--- config.mk ---
export PLATFORM = sky130hd
export DESIGN_NAME = pll_drp_reconfig_flat
export DESIGN_NICKNAME = d
export VERILOG_FILES = /design/src/rtl/pll_drp_pkg.sv /design/src/rtl/pll_drp_if.sv /design/src/rtl/lock_sync.sv /design/src/rtl/pll_drp_reconfig.sv /design/src/flat_wrapper.sv
export SDC_FILE = /design/constraint.sdc
export NUM_CORES = 1
export LEC_CHECK = 0
export ABC_AREA = 0
export ABC_CLOCK_PERIOD_IN_PS = 2500
export CAP_MARGIN = 20
export CORE_ASPECT_RATIO = 1.4
export CORE_MARGIN = 2
export CORE_UTILIZATION = 45
export CTS_BUF_LIST = sky130_fd_sc_hd__clkbuf_4
export DETAILED_ROUTE_END_ITERATION = 10
export PLACE_DENSITY = 0.78
export SYNTH_ARGS = -nofsm -noshare
export SYNTH_HDL_FRONTEND = slang
export SYNTH_HIERARCHICAL = 1
export SYNTH_SLANG_ARGS = --single-unit
export TNS_END_PERCENT = 20
--- constraint.sdc ---
create_clock -name dclk -period 2.5 [get_ports dclk]
set_input_delay 0.75 -clock dclk [delete_from_list [all_inputs] [get_ports dclk]]
set_output_delay 0.75 -clock dclk [all_outputs]
set_load 0.03 [all_outputs]
--- src/rtl/pll_drp_pkg.sv ---
// Shared types and constants for the PLLE2_ADV DRP reconfiguration sequencer.
// state_t     : sequencer states (VF_* only reachable when PLL_DRP_VERIFY_EN is defined)
// err_t       : result code reported on err_code
// drp_entry_t : one register-table entry {addr, mask, data}
// rmw()       : merge of a read-back word with a table entry (mask bit 1 = keep)
package pll_drp_pkg;
  localparam int DRP_AW = 7;
  localparam int DRP_DW = 16;

  typedef enum logic [3:0] {
    S_IDLE, S_ASSERT_RST, S_RD_REQ, S_RD_WAIT, S_WR_REQ, S_WR_WAIT,
    S_VF_REQ, S_VF_WAIT, S_NEXT, S_RELEASE, S_LOCK_WAIT, S_FINISH
  } state_t;

  typedef enum logic [1:0] {ERR_NONE, ERR_DRDY, ERR_LOCK, ERR_VERIFY} err_t;

  typedef struct packed {
    logic [DRP_AW-1:0] addr;
    logic [DRP_DW-1:0] mask;
    logic [DRP_DW-1:0] data;
  } drp_entry_t;

  function automatic logic [DRP_DW-1:0] rmw(input logic [DRP_DW-1:0] cur,
                                            input drp_entry_t e);
    return (cur & e.mask) | (e.data & ~e.mask);
  endfunction
endpackage

--- src/rtl/pll_drp_if.sv ---
// DRP bus between the sequencer (master) and the PLLE2_ADV DRP port (slave).
// daddr/den/dwe/di : master -> PLL ; dout/drdy : PLL -> master
interface pll_drp_if;
  logic [pll_drp_pkg::DRP_AW-1:0] daddr;
  logic                           den;
  logic                           dwe;
  logic [pll_drp_pkg::DRP_DW-1:0] di;
  logic [pll_drp_pkg::DRP_DW-1:0] dout;
  logic                           drdy;

  modport master (output daddr, den, dwe, di, input dout, drdy);
  modport slave  (input daddr, den, dwe, di, output dout, drdy);
endinterface

--- src/rtl/lock_sync.sv ---
// Two-flop synchronizer bringing the asynchronous PLL LOCKED into dclk.
// dclk/reset_n : clock, async active-low clear
// async_in     : raw LOCKED ; sync_out : synchronized LOCKED
module lock_sync (
  input  logic dclk,
  input  logic reset_n,
  input  logic async_in,
  output logic sync_out
);
  logic [1:0] sync_q;
  logic [1:0] sync_d;

  always_comb sync_d = {sync_q[0], async_in};

  always_ff @(posedge dclk or negedge reset_n)
    if (!reset_n) sync_q <= '0;
    else          sync_q <= sync_d;

  assign sync_out = sync_q[1];
endmodule

--- src/rtl/pll_drp_reconfig.sv ---
// PLLE2_ADV dynamic reconfiguration sequencer (dclk domain only).
// Holds PLL RST, walks the external register table doing DRP read-modify-write
// per entry, releases RST, waits for LOCKED and reports done/err_code.
// Ports: dclk/reset_n clock and async active-low reset; start/busy/done/err_code
// run control; tbl_idx out selects the entry, tbl_addr/mask/data return it
// combinationally; drp is the DRP master bus; pll_rst/pll_locked to/from the PLL.
// Build option: define PLL_DRP_VERIFY_EN to read back and compare each write.
module pll_drp_reconfig
  import pll_drp_pkg::*;
#(
  parameter int NUM_REGS     = 8,
  parameter int IDX_W        = 6,
  parameter int RST_HOLD     = 4,
  parameter int DRDY_TIMEOUT = 64,
  parameter int LOCK_TIMEOUT = 65535
) (
  input  logic              dclk,
  input  logic              reset_n,
  input  logic              start,
  output logic              busy,
  output logic              done,
  output logic [1:0]        err_code,
  output logic [IDX_W-1:0]  tbl_idx,
  input  logic [DRP_AW-1:0] tbl_addr,
  input  logic [DRP_DW-1:0] tbl_mask,
  input  logic [DRP_DW-1:0] tbl_data,
  pll_drp_if.master         drp,
  output logic              pll_rst,
  input  logic              pll_locked
);
  localparam int CNT_MAX0 = (DRDY_TIMEOUT > RST_HOLD) ? DRDY_TIMEOUT : RST_HOLD;
  localparam int CNT_MAX  = (LOCK_TIMEOUT > CNT_MAX0) ? LOCK_TIMEOUT : CNT_MAX0;
  localparam int CNT_W    = $clog2(CNT_MAX + 1);
  localparam logic [CNT_W-1:0] HOLD_LD = CNT_W'(RST_HOLD - 1);
  localparam logic [CNT_W-1:0] DRDY_LD = CNT_W'(DRDY_TIMEOUT - 1);
  localparam logic [CNT_W-1:0] LOCK_LD = CNT_W'(LOCK_TIMEOUT - 1);
  localparam logic [IDX_W-1:0] LAST_IDX = IDX_W'(NUM_REGS - 1);

  state_t            state_q, state_d;
  err_t              err_q, err_d, fin_err;
  logic [CNT_W-1:0]  cnt_q, cnt_d;
  logic [IDX_W-1:0]  idx_q, idx_d;
  logic              last_q, last_d;
  logic              busy_q, busy_d, done_q, done_d, rst_q, rst_d;
  logic              den_q, den_d, dwe_q, dwe_d;
  logic [DRP_AW-1:0] daddr_q, daddr_d;
  logic [DRP_DW-1:0] di_q, di_d;
`ifdef PLL_DRP_VERIFY_EN
  logic [DRP_DW-1:0] new_q, new_d;
`endif
  logic              fin;
  logic              locked_s;
  drp_entry_t        ent;

  lock_sync u_lock_sync (.dclk(dclk), .reset_n(reset_n), .async_in(pll_locked), .sync_out(locked_s));

  assign ent = '{addr: tbl_addr, mask: tbl_mask, data: tbl_data};

  // DRP outputs are loaded on the edge entering a *_REQ state so that den is
  // high exactly while the FSM sits in that REQ state. tbl_idx advances on the
  // edge entering NEXT, so the next entry's table lookup has settled for a full
  // cycle before NEXT launches the following read.
  always_comb begin
    state_d = state_q;
    err_d   = err_q;
    cnt_d   = cnt_q;
    idx_d   = idx_q;
    last_d  = last_q;
    busy_d  = busy_q;
    done_d  = 1'b0;
    rst_d   = rst_q;
    den_d   = 1'b0;
    dwe_d   = 1'b0;
    daddr_d = '0;
    di_d    = '0;
`ifdef PLL_DRP_VERIFY_EN
    new_d   = new_q;
`endif
    fin     = 1'b0;
    fin_err = ERR_NONE;
    case (state_q)
      S_IDLE: if (start) begin
        busy_d  = 1'b1;
        err_d   = ERR_NONE;
        idx_d   = '0;
        rst_d   = 1'b1;
        cnt_d   = HOLD_LD;
        state_d = S_ASSERT_RST;
      end
      S_ASSERT_RST:
        if (cnt_q == '0) begin
          state_d = S_RD_REQ;
          den_d   = 1'b1;
          daddr_d = ent.addr;
        end else cnt_d = cnt_q - 1'b1;
      S_RD_REQ: begin cnt_d = DRDY_LD; state_d = S_RD_WAIT; end
      S_RD_WAIT:
        if (drp.drdy) begin
          state_d = S_WR_REQ;
          den_d   = 1'b1;
          dwe_d   = 1'b1;
          daddr_d = ent.addr;
          di_d    = rmw(drp.dout, ent);
`ifdef PLL_DRP_VERIFY_EN
          new_d   = rmw(drp.dout, ent);
`endif
        end else if (cnt_q == '0) begin fin = 1'b1; fin_err = ERR_DRDY; end
        else cnt_d = cnt_q - 1'b1;
      S_WR_REQ: begin cnt_d = DRDY_LD; state_d = S_WR_WAIT; end
      S_WR_WAIT:
        if (drp.drdy) begin
`ifdef PLL_DRP_VERIFY_EN
          state_d = S_VF_REQ;
          den_d   = 1'b1;
          daddr_d = ent.addr;
`else
          state_d = S_NEXT;
          last_d  = (idx_q == LAST_IDX);
          if (idx_q != LAST_IDX) idx_d = idx_q + 1'b1;
`endif
        end else if (cnt_q == '0) begin fin = 1'b1; fin_err = ERR_DRDY; end
        else cnt_d = cnt_q - 1'b1;
`ifdef PLL_DRP_VERIFY_EN
      S_VF_REQ: begin cnt_d = DRDY_LD; state_d = S_VF_WAIT; end
      S_VF_WAIT:
        if (drp.drdy) begin
          if (drp.dout != new_q) begin fin = 1'b1; fin_err = ERR_VERIFY; end
          else begin
            state_d = S_NEXT;
            last_d  = (idx_q == LAST_IDX);
            if (idx_q != LAST_IDX) idx_d = idx_q + 1'b1;
          end
        end else if (cnt_q == '0) begin fin = 1'b1; fin_err = ERR_DRDY; end
        else cnt_d = cnt_q - 1'b1;
`endif
      S_NEXT:
        if (last_q) state_d = S_RELEASE;
        else begin
          state_d = S_RD_REQ;
          den_d   = 1'b1;
          daddr_d = ent.addr;
        end
      S_RELEASE: begin rst_d = 1'b0; cnt_d = LOCK_LD; state_d = S_LOCK_WAIT; end
      S_LOCK_WAIT:
        if (locked_s) fin = 1'b1;
        else if (cnt_q == '0) begin fin = 1'b1; fin_err = ERR_LOCK; end
        else cnt_d = cnt_q - 1'b1;
      S_FINISH: state_d = S_IDLE;
      default:  state_d = S_IDLE;
    endcase
    // Every exit path enters FINISH the same way; errors also drop PLL RST so
    // the PLL falls back to whatever configuration it now holds.
    if (fin) begin
      state_d = S_FINISH;
      done_d  = 1'b1;
      busy_d  = 1'b0;
      rst_d   = 1'b0;
      if (fin_err != ERR_NONE) err_d = fin_err;
    end
  end

  always_ff @(posedge dclk or negedge reset_n)
    if (!reset_n) begin
      state_q <= S_IDLE;
      err_q   <= ERR_NONE;
      cnt_q   <= '0;
      idx_q   <= '0;
      last_q  <= 1'b0;
      busy_q  <= 1'b0;
      done_q  <= 1'b0;
      rst_q   <= 1'b0;
      den_q   <= 1'b0;
      dwe_q   <= 1'b0;
      daddr_q <= '0;
      di_q    <= '0;
`ifdef PLL_DRP_VERIFY_EN
      new_q   <= '0;
`endif
    end else begin
      state_q <= state_d;
      err_q   <= err_d;
      cnt_q   <= cnt_d;
      idx_q   <= idx_d;
      last_q  <= last_d;
      busy_q  <= busy_d;
      done_q  <= done_d;
      rst_q   <= rst_d;
      den_q   <= den_d;
      dwe_q   <= dwe_d;
      daddr_q <= daddr_d;
      di_q    <= di_d;
`ifdef PLL_DRP_VERIFY_EN
      new_q   <= new_d;
`endif
    end

  assign busy      = busy_q;
  assign done      = done_q;
  assign err_code  = err_q;
  assign tbl_idx   = idx_q;
  assign pll_rst   = rst_q;
  assign drp.den   = den_q;
  assign drp.dwe   = dwe_q;
  assign drp.daddr = daddr_q;
  assign drp.di    = di_q;
endmodule

--- src/flat_wrapper.sv ---
// flat-port wrapper written by rule: the top's interface ports become plain ports
module pll_drp_reconfig_flat import pll_drp_pkg::*;
#(
  parameter int NUM_REGS     = 8,
  parameter int IDX_W        = 6,
  parameter int RST_HOLD     = 4,
  parameter int DRDY_TIMEOUT = 64,
  parameter int LOCK_TIMEOUT = 65535
)
  (dclk, reset_n, start, busy, done, err_code, tbl_idx, tbl_addr, tbl_mask, tbl_data, pll_rst, pll_locked, drp_daddr, drp_den, drp_dwe, drp_di, drp_dout, drp_drdy);
  pll_drp_if drp_i ();
  input  logic dclk;
  input  logic reset_n;
  input  logic start;
  output logic busy;
  output logic done;
  output logic [1:0] err_code;
  output logic [IDX_W-1:0] tbl_idx;
  input  logic [DRP_AW-1:0] tbl_addr;
  input  logic [DRP_DW-1:0] tbl_mask;
  input  logic [DRP_DW-1:0] tbl_data;
  output logic pll_rst;
  input  logic pll_locked;
  output wire logic [$bits(drp_i.daddr)-1:0] drp_daddr;
  output wire logic [$bits(drp_i.den)-1:0] drp_den;
  output wire logic [$bits(drp_i.dwe)-1:0] drp_dwe;
  output wire logic [$bits(drp_i.di)-1:0] drp_di;
  input wire logic [$bits(drp_i.dout)-1:0] drp_dout;
  input wire logic [$bits(drp_i.drdy)-1:0] drp_drdy;
  assign drp_daddr = drp_i.daddr;
  assign drp_den = drp_i.den;
  assign drp_dwe = drp_i.dwe;
  assign drp_di = drp_i.di;
  assign drp_i.dout = drp_dout;
  assign drp_i.drdy = drp_drdy;
  pll_drp_reconfig #(.NUM_REGS(NUM_REGS), .IDX_W(IDX_W), .RST_HOLD(RST_HOLD), .DRDY_TIMEOUT(DRDY_TIMEOUT), .LOCK_TIMEOUT(LOCK_TIMEOUT)) u_core (.dclk(dclk), .reset_n(reset_n), .start(start), .busy(busy), .done(done), .err_code(err_code), .tbl_idx(tbl_idx), .tbl_addr(tbl_addr), .tbl_mask(tbl_mask), .tbl_data(tbl_data), .drp(drp_i), .pll_rst(pll_rst), .pll_locked(pll_locked));
endmodule
==> metrics.md, run 1 <==
| Metric | Value |
|---|---|
| Status | completed |
| Lkg Pwr | 1.92 nW |
| Post-synth cell types | 65 |
| Crit path cell chain | clkdlybuf4s50_1 |
| Fin util | 66.7% |
| Final Skew | between 9 and 10 ps |
| Worst reg2reg path depth | 8 |
| Met3 usage | 4.64% |
| Req. time, crit path | 1750 ps |
| Top-area cell type share of the netlist area | 47.7% |
| Wirelength, routed | about 8 mm |
| Drt wl/cell | 15.2 um |
| Synthesized flop and latch total | between 50 and 60 |
| Commonest cells after routing, fill and taps aside | 94 x clkdlybuf4s50_1, 59 x dfrtp_1, 43 x nor2_1 |
| Post-DRT Antenna Nets | 0 |
| Worst-skew pair later-pin latency | slightly above 400 ps |
| Hold Path Stages | 0 |
| Initial antenna violation count | 0 |
| Syn Nets | ~370 |
| CTS root buf | clkbuf_4 |
| GR Overflow Total | 0 |
| Top post-synthesis cells by area | dfrtp_1 48%, mux2i_1 5.5%, nor2_1 5.2% |
| Max_cap viols | 0 |
| CTS Sinks | approximately 60 |
| H-tree levels | 3 |
| Initial Util | around 47% |
| Max incr delay on CP | 700 ps |
| Post-CTS Repair Setup Buffers | 0 |
| Via Count | about 2.8k |
| First-pass GRT wire length | roughly 13 mm |
| Fmax | between 400 and 500 MHz |
| CTS tree | yes |
| Post-Syn Instances | approximately 300 |
| PwrDens | 1060 mW/mm^2 |
| Netlist Area Pre-Place | between 0.003 and 0.004 sq mm |
| Post-DP HPWL | ~5.9 mm |
| Area growth syn-to-layout | 42.4% |
| Largest net degree at the start of global routing | 32 |
| Post-synth EDFFs | 0 |
| Crit share post-route | approximately nine tenths |
| Worst-Margin Slew | 706 ps |
| Register area share after synthesis | 47.7% |
| Worst Setup Start Kind | flop |
| # resized after CTS | 0 |
| FFs w/ async S/R, synth | 100% |
| Rel. slew slack | 52.6% |
| Crit Path Category | reg2out |
| Clock transition at the registers of the reported paths | approximately 100 ps |
| Yosys warnings | 6 |
| Final period demand of the worst path | 2300 ps |
| Layout net count | between 400 and 500 |
| Critical path's top delay family | buffers and inverters |
| Hold Crit Class | reg2reg |
| Vias per cell | between 5 and 6 |
| Endpoints failing hold | 0 |
| Share of cells above drive strength 1 | 14.8% |
| Die Wd | approximately 74 um |
| Crit path buffers/inverters | 1 |
| Num rows | 35 |
| Iteration-0 DRC Markers | 195 |
| Die height | between 100 and 150 um |
| CP Data Arrival Time | about 1600 ps |
| Design Area, Final | about 0.0044 sq mm |
| Global Route met1 Usage | about a quarter |
| GRT busiest layer | met2 |
| ANT cells | 0 |
| First drt pass iteration count | 4 |
| Dpl cells | a little under 500 |
| Die area | approximately 0.0076 sq mm |
| Vias in the first global route | between 2k and 3k |
| Post-layout instance count excluding filler cells | 512 |
| Crit path capture type | primary output |
| Yosys top cell by area | dfrtp_1 |
| DR DRC count | 0 |
| Fillers | about 520 |
| Max Slew Vio Count | 0 |
| Clk buf depth | 2 |
| Post-DP Area | between 0.004 and 0.005 sq mm |
| GRT Util Overall | around 22% |
| Most common cell after layout, fill and taps aside | clkdlybuf4s50_1 |
| Syn Area/Cell | 10.2 sq um |
| Synth Flop Type | dfrtp_1 |
| Core Region | 0.00661 sq mm |
| Ports | between 90 and 100 |
| RSZ-0062 raised after global routing | no |
| Met2 Resource Use GR | 39.1% |
| Setup Viol. Count Final | 0 |
| Cts bufs inserted | 9 |
| Critical path's slowest cell | clkdlybuf4s50_1 |
| VDD IR max | 0.657 mV |
| Levels on crit path | 1 |
| PortBufs | 95 |
| GPL Wtd Cong | about 0.83 |
| Hold_ws | between 300 and 400 ps |
| Crit Path Max Fanout | 5 |
| Cts hold-fix bufs | 0 |
==> cell families after synthesis <==
group | after synthesis | synth area share [%]
AO/OA/AOI/OAI | 73 | 18.1
AND/OR/NAND/NOR | 122 | 22.1
XOR/XNOR | 5 | 1.41
adder cells (fa/ha/maj) | 3 | 1.21
flip-flops | 59 | 47.7
multiplexers | 17 | 5.49
buffers and inverters | 24 | 4.00
==> per-layer routing <==
metal	vias up	part of all wire, %
met5	-	0
met3	18	4.1
met1	1369	38
met2	76	55
li1	1329	-
met4	0	2.8
==> area by class of cell <==
cell class / instances / area, sq um / area share [%]
clock buffers: 11 / 82.6 / 1.87
clock inverters: 5 / 77.6 / 1.76
inverters: 9 / 33.8 / 0.766
multi-input cells: 220 / 1500 / 33.9
flip-flops and latches: 59 / 1480 / 33.5
well taps: 92 / 115 / 2.61
repair buffers: 116 / 1130 / 25.6
==> sequential cells by signal, summed over array words and instances, names as in the netlist <==
register / cells
u_core/drp.den: 1
u_core/err_code: 2
u_core/cnt_q: 16
u_core/drp.dwe: 1
u_core/drp.di: 16
u_core/last_q: 1
u_core/drp.daddr: 7
u_core/u_lock_sync/sync_q: 2
u_core/pll_rst: 1
u_core/busy: 1
u_core/state_q: 4
u_core/tbl_idx: 6
u_core/done: 1
==> synthesized netlist by cell type, types with 3 or more instances <==
library cell,number
inv_1,9
o21ai_1,5
a21oi_2,3
nand2_1,11
nor2_1,43
a21oi_1,12
and2_1,11
xnor2_1,3
o31ai_1,12
dfrtp_1,59
nor3_1,12
o311ai_0,4
nand3_1,8
mux2i_1,17
nand4_1,4
ha_1,3
o21ai_2,8
and3_1,3
a31oi_1,5
clkbuf_1,5
o21ai_0,5
buf_2,5
==> power breakdown <==
| group | total, W | internal, W | leakage (nW) | switching, W |
|---|---|---|---|---|
| combinational | 0.00248 | 0.00110 | 1.05 | 0.00138 |
| sequential | 0.00142 | 0.00118 | 0.786 | 0.000242 |
| clock | 0.000774 | 0.000425 | 0.0868 | 0.000349 |
==> per-stage QoR <==
stage / setup TNS (ps) / power (W) / setup WS [ps]
finish: 0 / 0.00467 / 200
global route: 0 / 0.00500 / 117
CTS: 0 / 0.00469 / 179
detailed placement: -517 / 0.00390 / -95.8
global placement: -110 / 0.00384 / -30.3
floorplan: 0 / 0.00312 / 462
==> worst paths after layout <==
path	startpoint	endpoint	slack, ps
setup / recovery	u_core/tbl_idx[2]$_DFFE_PN0P_	tbl_idx[2]	200
hold / removal	u_core/u_lock_sync/sync_q[0]$_DFF_PN0_	u_core/u_lock_sync/sync_q[1]$_DFF_PN0_	360
setup reg to reg	u_core/cnt_q[1]$_DFFE_PN0P_	u_core/cnt_q[7]$_DFFE_PN0P_	260
hold reg to reg	u_core/u_lock_sync/sync_q[0]$_DFF_PN0_	u_core/u_lock_sync/sync_q[1]$_DFF_PN0_	360
max in group asynchronous	reset_n	u_core/state_q[3]$_DFFE_PN0P_	1530
min in group asynchronous	reset_n	u_core/drp.daddr[3]$_DFF_PN0_	370
Note: power is estimated with default switching activity, not from simulation.
==> run 2: changes to the inputs <==
Settings changed: CORE_ASPECT_RATIO 1.4 to 0.5.
==> metrics.md, run 2 (synthesis gave the netlist of run 1 again) <==
| Metric | Value |
|---|---|
| GR Overflow Total | 0 (unchanged) |
| Wirelength, routed | 7.94 mm (+2.2%) |
| Met2 Resource Use GR | 38.3% (-0.88 points) |
| First drt pass iteration count | 6 (+2) |
| Core Region | 0.00667 sq mm (+0.93%) |
| Die Wd | 121 um (+64%) |
| Area growth syn-to-layout | 41.3% |
| Share of cells above drive strength 1 | 13.9% (-0.85 points) |
| Crit path capture type | primary output |
| H-tree levels | 3 (unchanged) |
| CTS Sinks | 59 (unchanged) |
| Clk buf depth | 2 (unchanged) |
| CTS tree | yes |
| Worst-Margin Slew | 815 ps (+109 ps) |
| Req. time, crit path | 1750 ps (about the same) |
| Post-DRT Antenna Nets | 0 (unchanged) |
| VDD IR max | 0.454 mV (-31%) |
| Crit path cell chain | clkdlybuf4s50_1 |
| Sw Ratio | 43.7% (+1.5 points) |
| Layout net count | 475 (-0.63%) |
| Max Slew Vio Count | 0 (unchanged) |
| Ports | 96 (unchanged) |
| Worst Setup Start Kind | flop |
| Vias per cell | 5.54 (+1.7%) |
| Status | completed |
| Hold Crit Class | in2async |
| Die height | 62.7 um (-39%) |
| GRT Util Overall | 22.6% (+0.34 points) |
| # resized after CTS | 0 (unchanged) |
| Fmax | 438 MHz (+0.63%) |
| Cts bufs inserted | 9 (unchanged) |
| Switching power | 0.00201 W (+2.1%) |
| Lkg Pwr | 1.90 nW (-1.3%) |
| Initial Util | 46.4% (-0.43 points) |
| DR DRC count | 0 (unchanged) |
| Endpoints failing hold | 0 (unchanged) |
| Critical path's top delay family | buffers and inverters |
| CTS root buf | clkbuf_4 |
| Post-CTS Repair Setup Buffers | 0 (unchanged) |
| Int Power | 0.00259 W (-4.0%) |
| Initial antenna violation count | 0 (unchanged) |
| Post-DP Area | 0.00422 sq mm (-0.82%) |
| Final period demand of the worst path | 2290 ps (-14.3 ps) |
| Max incr delay on CP | 700 ps (about the same) |
| GPL Wtd Cong | 0.868 (+3.9%) |
| Hold_ws | 323 ps (-35.3 ps) |
| PortBufs | 95 (unchanged) |
| First-pass GRT wire length | 13.5 mm (+5.7%) |
| Final Skew | 13.9 ps (+4.36 ps) |
| Iteration-0 DRC Markers | 359 (+84%) |
| Comb power frac | 52.2% (-0.9 points) |
| Via Count | 2822 (+1.1%) |
| Max_cap viols | 0 (unchanged) |
| PwrDens | 1050 mW/mm^2 (-0.66%) |
| Clock network fraction of total power | 16.7% (about the same) |
| Crit Path Category | reg2out |
| Met3 usage | 6.11% (+1.5 points) |
| Share of power burned in registers | 31.0% (+0.6 points) |
| Crit share post-route | 91.4% (-0.57 points) |
| Most common cell after layout, fill and taps aside | clkdlybuf4s50_1 |
| RSZ-0062 raised after global routing | no |
| Critical path's slowest cell | clkdlybuf4s50_1 |
| Cts hold-fix bufs | 0 (unchanged) |
| Clock transition at the registers of the reported paths | 110 ps (about the same) |
| Die area | 0.00760 sq mm (+0.41%) |
| GRT busiest layer | met2 |
| CP Data Arrival Time | 1540 ps (about the same) |
| Rel. slew slack | 45.7% (-6.9 points) |
| Global Route met1 Usage | 27.2% (+2.5 points) |
| Design Area, Final | 0.00438 sq mm (-0.79%) |
| Largest net degree at the start of global routing | 36 (+13%) |
| Worst-skew pair later-pin latency | 410 ps (about the same) |
| Drt wl/cell | 15.6 um (+2.8%) |
| ANT cells | 0 (unchanged) |
| Commonest cells after routing, fill and taps aside | 94 x clkdlybuf4s50_1, 59 x dfrtp_1, 43 x nor2_1 |
| Crit path buffers/inverters | 1 (unchanged) |
| Num rows | 21 (-40%) |
| Post-DP HPWL | 5.85 mm (-1.2%) |
| Setup Viol. Count Final | 0 (unchanged) |
| R2R setup slack | 230 ps (-30 ps) |
| Vias in the first global route | 2881 (+2.1%) |
| Crit Path Max Fanout | 5 (unchanged) |
==> run 2: power by group through the flow <==
| stage | logic, W | registers, W | clock network [W] |
|---|---|---|---|
| after global placement | 0.00228 | 0.00142 | 0 |
| final | 0.00240 | 0.00143 | 0.000770 |
| after floorplan | 0.00163 | 0.00149 | 0 |
| after detailed placement | 0.00235 | 0.00144 | 0 |
| after CTS | 0.00238 | 0.00142 | 0.000786 |
| after global routing | 0.00261 | 0.00146 | 0.000838 |
==> run 2: cell type report <==
class                   count  area (sq um)
fillers                   531          2300
multi-input cells         220          1500
flip-flops and latches     59          1480
repair buffers            113          1090
well taps                  92           115
clock inverters             7          92.6
clock buffers               9          67.6
inverters                   9          33.8
==> run 2: routing by layer <==
layer | vias to the layer above | routed length, um
li1 | 1324 | -
met1 | 1360 | 3180
met2 | 119 | 4050
met3 | 19 | 552
met4 | 0 | 162
met5 | - | 0
==> run 2: worst paths after layout <==
kind,start,end,depth (start not counted)
hold / removal,reset_n,u_core/drp.daddr[1]$_DFF_PN0_,1
setup reg to reg,u_core/state_q[0]$_DFFE_PN0P_,u_core/cnt_q[14]$_DFFE_PN0P_,7
setup / recovery,u_core/tbl_idx[2]$_DFFE_PN0P_,tbl_idx[2],1
max in group asynchronous,reset_n,u_core/err_code[1]$_DFF_PN0_,2
min in group dclk,u_core/u_lock_sync/sync_q[0]$_DFF_PN0_,u_core/u_lock_sync/sync_q[1]$_DFF_PN0_,0
hold reg to reg,u_core/u_lock_sync/sync_q[0]$_DFF_PN0_,u_core/u_lock_sync/sync_q[1]$_DFF_PN0_,0
==> run 2: per-stage QoR <==
step	instances	util (%)	worst slack (ps)	setup TNS [ps]	total power, W
after floorplan	303	-	462	0	0.00312
after global placement	493	63.2	9.33	0	0.00371
after detailed placement	493	63.2	-76.8	-296	0.00379
after CTS	509	65.6	196	0	0.00459
after global routing	509	65.6	34.8	0	0.00491
final	509	65.6	215	0	0.00460
==> run 2: worst reg2reg max path, delay by kind of cell (launching register included) <==
kind | cells | cell delay (ps)
AOI/OAI and AO/OA | 3 | 860
DFF | 1 | 670
and+or+nand+nor | 2 | 240
buffers and inverters | 2 | 380
==> run 3: changes to the inputs <==
Settings changed: CORE_MARGIN 2 to 1.5.
==> metrics.md, run 3 (synthesis gave the netlist of run 1 again) <==
| Metric | Value |
|---|---|
| Status | completed |
| Endpoints failing hold | 0 (unchanged) |
| Worst-Margin Slew | 613 ps (-202 ps) |
| Die height | 61.7 um (-1.6%) |
| ANT cells | 0 (unchanged) |
| Initial Util | 46.4% (unchanged) |
| Post-CTS Repair Setup Buffers | 0 (unchanged) |
| GR Overflow Total | 0 (unchanged) |
| First-pass GRT wire length | 12.3 mm (-8.8%) |
| Layout net count | 480 (+1.1%) |
| Post-DP HPWL | 5.89 mm (+0.82%) |
| Req. time, crit path | 1750 ps (about the same) |
| Crit share post-route | 91.8% (+0.34 points) |
| Lkg Pwr | 1.91 nW (+0.74%) |
| PwrDens | 1030 mW/mm^2 (-1.9%) |
| Cts hold-fix bufs | 0 (unchanged) |
| Critical path's slowest cell | clkdlybuf4s50_1 |
| Drt wl/cell | 15.1 um (-3.2%) |
| Dpl cells | 498 (+1.0%) |
| Largest net degree at the start of global routing | 36 (unchanged) |
| Die Wd | 120 um (-0.82%) |
| H-tree levels | 3 (unchanged) |
| Initial antenna violation count | 0 (unchanged) |
| Worst-skew pair later-pin latency | 410 ps (about the same) |
| Crit Path Max Fanout | 5 (unchanged) |
| Vias in the first global route | 2630 (-8.7%) |
| Share of cells above drive strength 1 | 14.0% (+0.14 points) |
| Fin Setup TNS | 0 ps (unchanged) |
| First drt pass iteration count | 4 (-2) |
| Iteration-0 DRC Markers | 337 (-6.1%) |
| VDD IR max | 0.433 mV (-4.7%) |
| # resized after CTS | 0 (unchanged) |
| Fin util | 65.6% (about the same) |
| Max incr delay on CP | 700 ps (about the same) |
| Crit Path Category | reg2out |
| Post-layout instance count excluding filler cells | 512 (+0.59%) |
| Max_cap viols | 0 (unchanged) |
| Fmax | 436 MHz (-0.37%) |
| RSZ-0062 raised after global routing | no |
| CTS Sinks | 59 (unchanged) |
| CTS tree | yes |
| Wirelength, routed | 7.74 mm (-2.6%) |
| Crit path cell chain | clkdlybuf4s50_1 |
| Cts bufs inserted | 9 (unchanged) |
| CP Data Arrival Time | 1540 ps (about the same) |
| Commonest cells after routing, fill and taps aside | 94 x clkdlybuf4s50_1, 59 x dfrtp_1, 43 x nor2_1 |
| GRT Util Overall | 22.2% (-0.42 points) |
| Clock transition at the registers of the reported paths | 90 ps (-20 ps) |
| Num rows | 21 (unchanged) |
| GPL Wtd Cong | 0.885 (+1.9%) |
| Setup Viol. Count Final | 0 (unchanged) |
| Rel. slew slack | 59.2% (+13 points) |
| Max Slew Vio Count | 0 (unchanged) |
| Crit path buffers/inverters | 1 (unchanged) |
| Area growth syn-to-layout | 41.4% (about the same) |
| Hold_ws | 326 ps (+3.55 ps) |
| Final period demand of the worst path | 2290 ps (+8.55 ps) |
| Clk buf depth | 2 (unchanged) |
| Final Skew | 7.73 ps (-6.17 ps) |
| CTS root buf | clkbuf_4 |
| Post-DRT Antenna Nets | 0 (unchanged) |
| Hold Crit Class | in2async |
| Via Count | 2791 (-1.1%) |
| DR DRC count | 0 (unchanged) |
| PortBufs | 95 (unchanged) |
| Pwr Total | 0.00452 W (-1.8%) |
| Core Region | 0.00667 sq mm (unchanged) |
| Vias per cell | 5.45 (-1.7%) |
| Most common cell after layout, fill and taps aside | clkdlybuf4s50_1 |
| Worst Setup Start Kind | flop |
| Crit path capture type | primary output |
| Ports | 96 (unchanged) |
| Critical path's top delay family | buffers and inverters |
| Die area | 0.00742 sq mm (-2.4%) |
## run 3: changes by cell type in the layout (fill, tap and decap cells not counted), sizes merged
cell,delta
buf,+5
bufinv,-1
clkinv,+1
clkinvlp,-2
## run 3: layout make-up
cell class	count	area (sq um)
multi-input combinational	220	1500
sequential	59	1480
fill	556	2290
timing repair buffer	118	1140
tap	92	115
clock inverter	5	46.3
inverter	9	33.8
clock buffer	9	67.6
## run 3: path summary, 6_finish.rpt
check	endpoint	from	slack, ps	cells past startpoint
max	tbl_idx[3]	u_core/tbl_idx[3]$_DFFE_PN0P_	210	1
min	u_core/drp.daddr[3]$_DFF_PN0_	reset_n	330	1
max reg2reg	u_core/tbl_idx[3]$_DFFE_PN0P_	u_core/state_q[3]$_DFFE_PN0P_	300	6
min reg2reg	u_core/u_lock_sync/sync_q[1]$_DFF_PN0_	u_core/u_lock_sync/sync_q[0]$_DFF_PN0_	360	0
max in group asynchronous	u_core/err_code[1]$_DFF_PN0_	reset_n	1580	2
min in group dclk	u_core/u_lock_sync/sync_q[1]$_DFF_PN0_	u_core/u_lock_sync/sync_q[0]$_DFF_PN0_	360	0
## run 3: power breakdown
part	switching [W]	leakage (nW)	total (W)	internal (W)
Sequential	0.000247	0.786	0.00142	0.00118
Combinational	0.00139	1.06	0.00248	0.00110
Clock	0.000329	0.0642	0.000611	0.000283
Total	0.00196	1.91	0.00452	0.00255
## run 3: per-stage QoR
stage	cell area (sq um)	worst slack, ps
after floorplan	3100	462
after CTS	4380	162
final	4380	206
after global routing	4380	98.1
after global placement	4270	8.98
after detailed placement	4270	-89.9
## run 3: per-layer routing
layer  track usage (%)  vias up  share of wire [%]
met5                 0        -                  0
met4              9.58        0                1.8
met3              8.98       13                7.1
met2              36.5       99                 49
met1              26.7     1339                 42
li1                  -     1340                  -
==> RTL edit, RTL diff (settings of run 3) <==
The 12 states of `state_t` get a one-hot encoding in 12 bits.
--- a/src/rtl/pll_drp_pkg.sv
+++ b/src/rtl/pll_drp_pkg.sv
@@ -9,5 +9,5 @@
 
-  typedef enum logic [3:0] {
-    S_IDLE, S_ASSERT_RST, S_RD_REQ, S_RD_WAIT, S_WR_REQ, S_WR_WAIT,
-    S_VF_REQ, S_VF_WAIT, S_NEXT, S_RELEASE, S_LOCK_WAIT, S_FINISH
+  typedef enum logic [11:0] {
+    S_IDLE = 12'b000000000001, S_ASSERT_RST = 12'b000000000010, S_RD_REQ = 12'b000000000100, S_RD_WAIT = 12'b000000001000, S_WR_REQ = 12'b000000010000, S_WR_WAIT = 12'b000000100000,
+    S_VF_REQ = 12'b000001000000, S_VF_WAIT = 12'b000010000000, S_NEXT = 12'b000100000000, S_RELEASE = 12'b001000000000, S_LOCK_WAIT = 12'b010000000000, S_FINISH = 12'b100000000000
   } state_t;
Formal check against the unedited RTL: no difference found for any inputs over 10 cycles, from zero or initial values and one cycle with reset_n low; not proved beyond that.
==> RTL edit against run 3 <==
- final area grew 11%
- worst setup slack lost 0.25 ns
- largest cell class is now flip-flops and latches
- wire length grew 23%
- synthesized area grew 5.5%
- clock power grew 1%
- hold slack lost 0.11 ns
- the flow now finishes with violations (negative setup slack)
- largest power group unchanged
- register-to-register slack lost 0.34 ns
- final cell count grew 13%
- core utilization grew 5.5 points
- power shrank 28%
- sequential cell count grew 6
==> RTL edit: results (changes against run 3) <==
Outcome = complete, but fails checks (was finished, final reports clean)
Failing checks = negative setup slack
DRT iter0 DRCs = 286 (was 337)
Htree depth = 3 (unchanged)
First-pass GRT wire length = 15600 um (was 12300 um)
Number of library cell types mapped by synthesis = 60 (was 65)
Static Leak = 2.28 nW (was 1.91 nW)
Initial DRT Pass Iterations = 4 (unchanged)
Placed wire-length estimate = 7300 um (was 5890 um)
Crit path max-delay family = simple AND/OR/NAND/NOR gates (was buffers and inverters)
Dpl ws = -0.284 ns (was -0.0899 ns)
Clk_lat worst skew = 0.42 ns
ANT nets after route = 0 (unchanged)
Fraction of layout cells with a size suffix above 1 = 20.4% (was 14.0%)
GRT Total Usage = 26.3% (was 22.2%)
GP Congestion = 0.927 (was 0.885)
Clk_skew = 0.00912 ns (was 0.00773 ns)
Hold Worst Slack = 0.214 ns (was 0.326 ns)
Wirelength per Cell = 16.5 um (was 15.1 um)
CP arrival = 2.91 ns (was 1.54 ns)
Largest net degree at the start of global routing = 28 (was 36)
N_diodes = 0 (unchanged)
Synth warn = 6 (unchanged)
Peak VDD IR = 0.000289 V (was 0.000433 V)
Setup WS post-layout = -0.0407 ns (was 0.206 ns)
Worst Tran Pin Value = 0.596 ns (was 0.613 ns)
Final Max Tran Viols = 0 (unchanged)
Critical-path top delay cell = or4_4 (was clkdlybuf4s50_1)
Class of the worst hold path = input port to asynchronous set/reset pin (unchanged)
Register area share after synthesis = 49.8% (was 47.7%)
R2R depth = 7 (was 6)
Synth top cells by count = dfrtp_1 (64), nor2_1 (55), nand2_1 (18), nor3_1 (18), mux2i_1 (17) (was dfrtp_1 (59), nor2_1 (43), mux2i_1 (17))
Nets = 542 (was 480)
Synth Net Count = 392 (was 366)
Area contributors post-synth = dfrtp_1 (49%), nor2_1 (6.3%), mux2i_1 (5.2%), nor3_1 (2.8%), nand2_1 (2.1%) (was dfrtp_1 (48%), mux2i_1 (5.5%), nor2_1 (5.2%), o31ai_1 (2.9%), o21ai_2 (2.3%))
Final setup vio count = 2 (was 0)
TritonCTS Buffers = 9 (unchanged)
Vias/cell = 5.59 (was 5.45)
TNS Setup = -0.0464 ns (was 0 ns)
Vias in the first global route = 3232 (was 2630)
Max incr delay on CP = 0.54 ns (was 0.70 ns)
CP Max Fanout = 3 (was 5)
CTS Buffer Depth = 2 (unchanged)
Port-buffer cells = 95 (unchanged)
Clk slew on worst S/H paths = 0.11 ns (was 0.09 ns)
==> RTL edit: report_power, final <==
group          internal (mW)  total [mW]  switching (mW)
logic                  0.655        1.32           0.669
clock network          0.247       0.620           0.374
registers               1.15        1.30           0.158
==> RTL edit: cell families (layout without fill, tap and decap cells) <==
logic type,after synthesis,after routing,share of synthesized area [%]
AND/OR/NAND/NOR,161,161,26.0
flip-flops,65,65,49.8
AO/OA/AOI/OAI,54,54,12.8
buffers and inverters,22,177,2.91
multiplexers,19,19,5.90
XOR/XNOR,7,7,1.88
adder cells (fa/ha/maj),2,2,0.766
==> RTL edit: final cells by class <==
type / count / area [um^2]
Multi-Input combinational cell: 243 / 1600
Sequential cell: 65 / 1630
Clock buffer: 13 / 97.6
Tap cell: 92 / 115
Fill cell: 528 / 1980
Timing Repair Buffer: 149 / 1380
Inverter: 12 / 45.0
Clock inverter: 3 / 17.5
==> RTL edit: routing by layer <==
metal	track usage (%)	vias up	share of wire, %
met5	0	-	0
met4	9.77	0	2.0
met3	8.79	18	7.2
met2	43.4	133	49
met1	32.2	1563	42
li1	-	1510	-
==> RTL edit: timing repair <==
action / in CTS / in global routing
gates cloned: 0 / 0
setup buffers: 1 / 4
setup endpoints to repair: 9 / 21
pin swaps: 2 / 8
gates resized for setup: 1 / 16
==> RTL edit: path summary, 6_finish.rpt <==
path / from / end
max: u_core/state_q[2] / u_core/cnt_q[10]
min reg2reg: u_core/u_lock_sync/sync_q[0] / u_core/u_lock_sync/sync_q[1]
max in group asynchronous: reset_n / u_core/cnt_q[14]
min in group dclk: u_core/u_lock_sync/sync_q[0] / u_core/u_lock_sync/sync_q[1]
max reg2reg: u_core/state_q[2] / u_core/cnt_q[10]
min: reset_n / u_core/last_q
==> RTL edit: stage by stage <==
stage / instance area, um^2 / cells / utilization, %
floorplan: 3270 / 330 / -
global placement: 4660 / 556 / 67.9
detailed placement: 4660 / 556 / 67.9
CTS: 4780 / 573 / 69.8
global route: 4880 / 577 / 71.1
finish: 4880 / 577 / 71.1
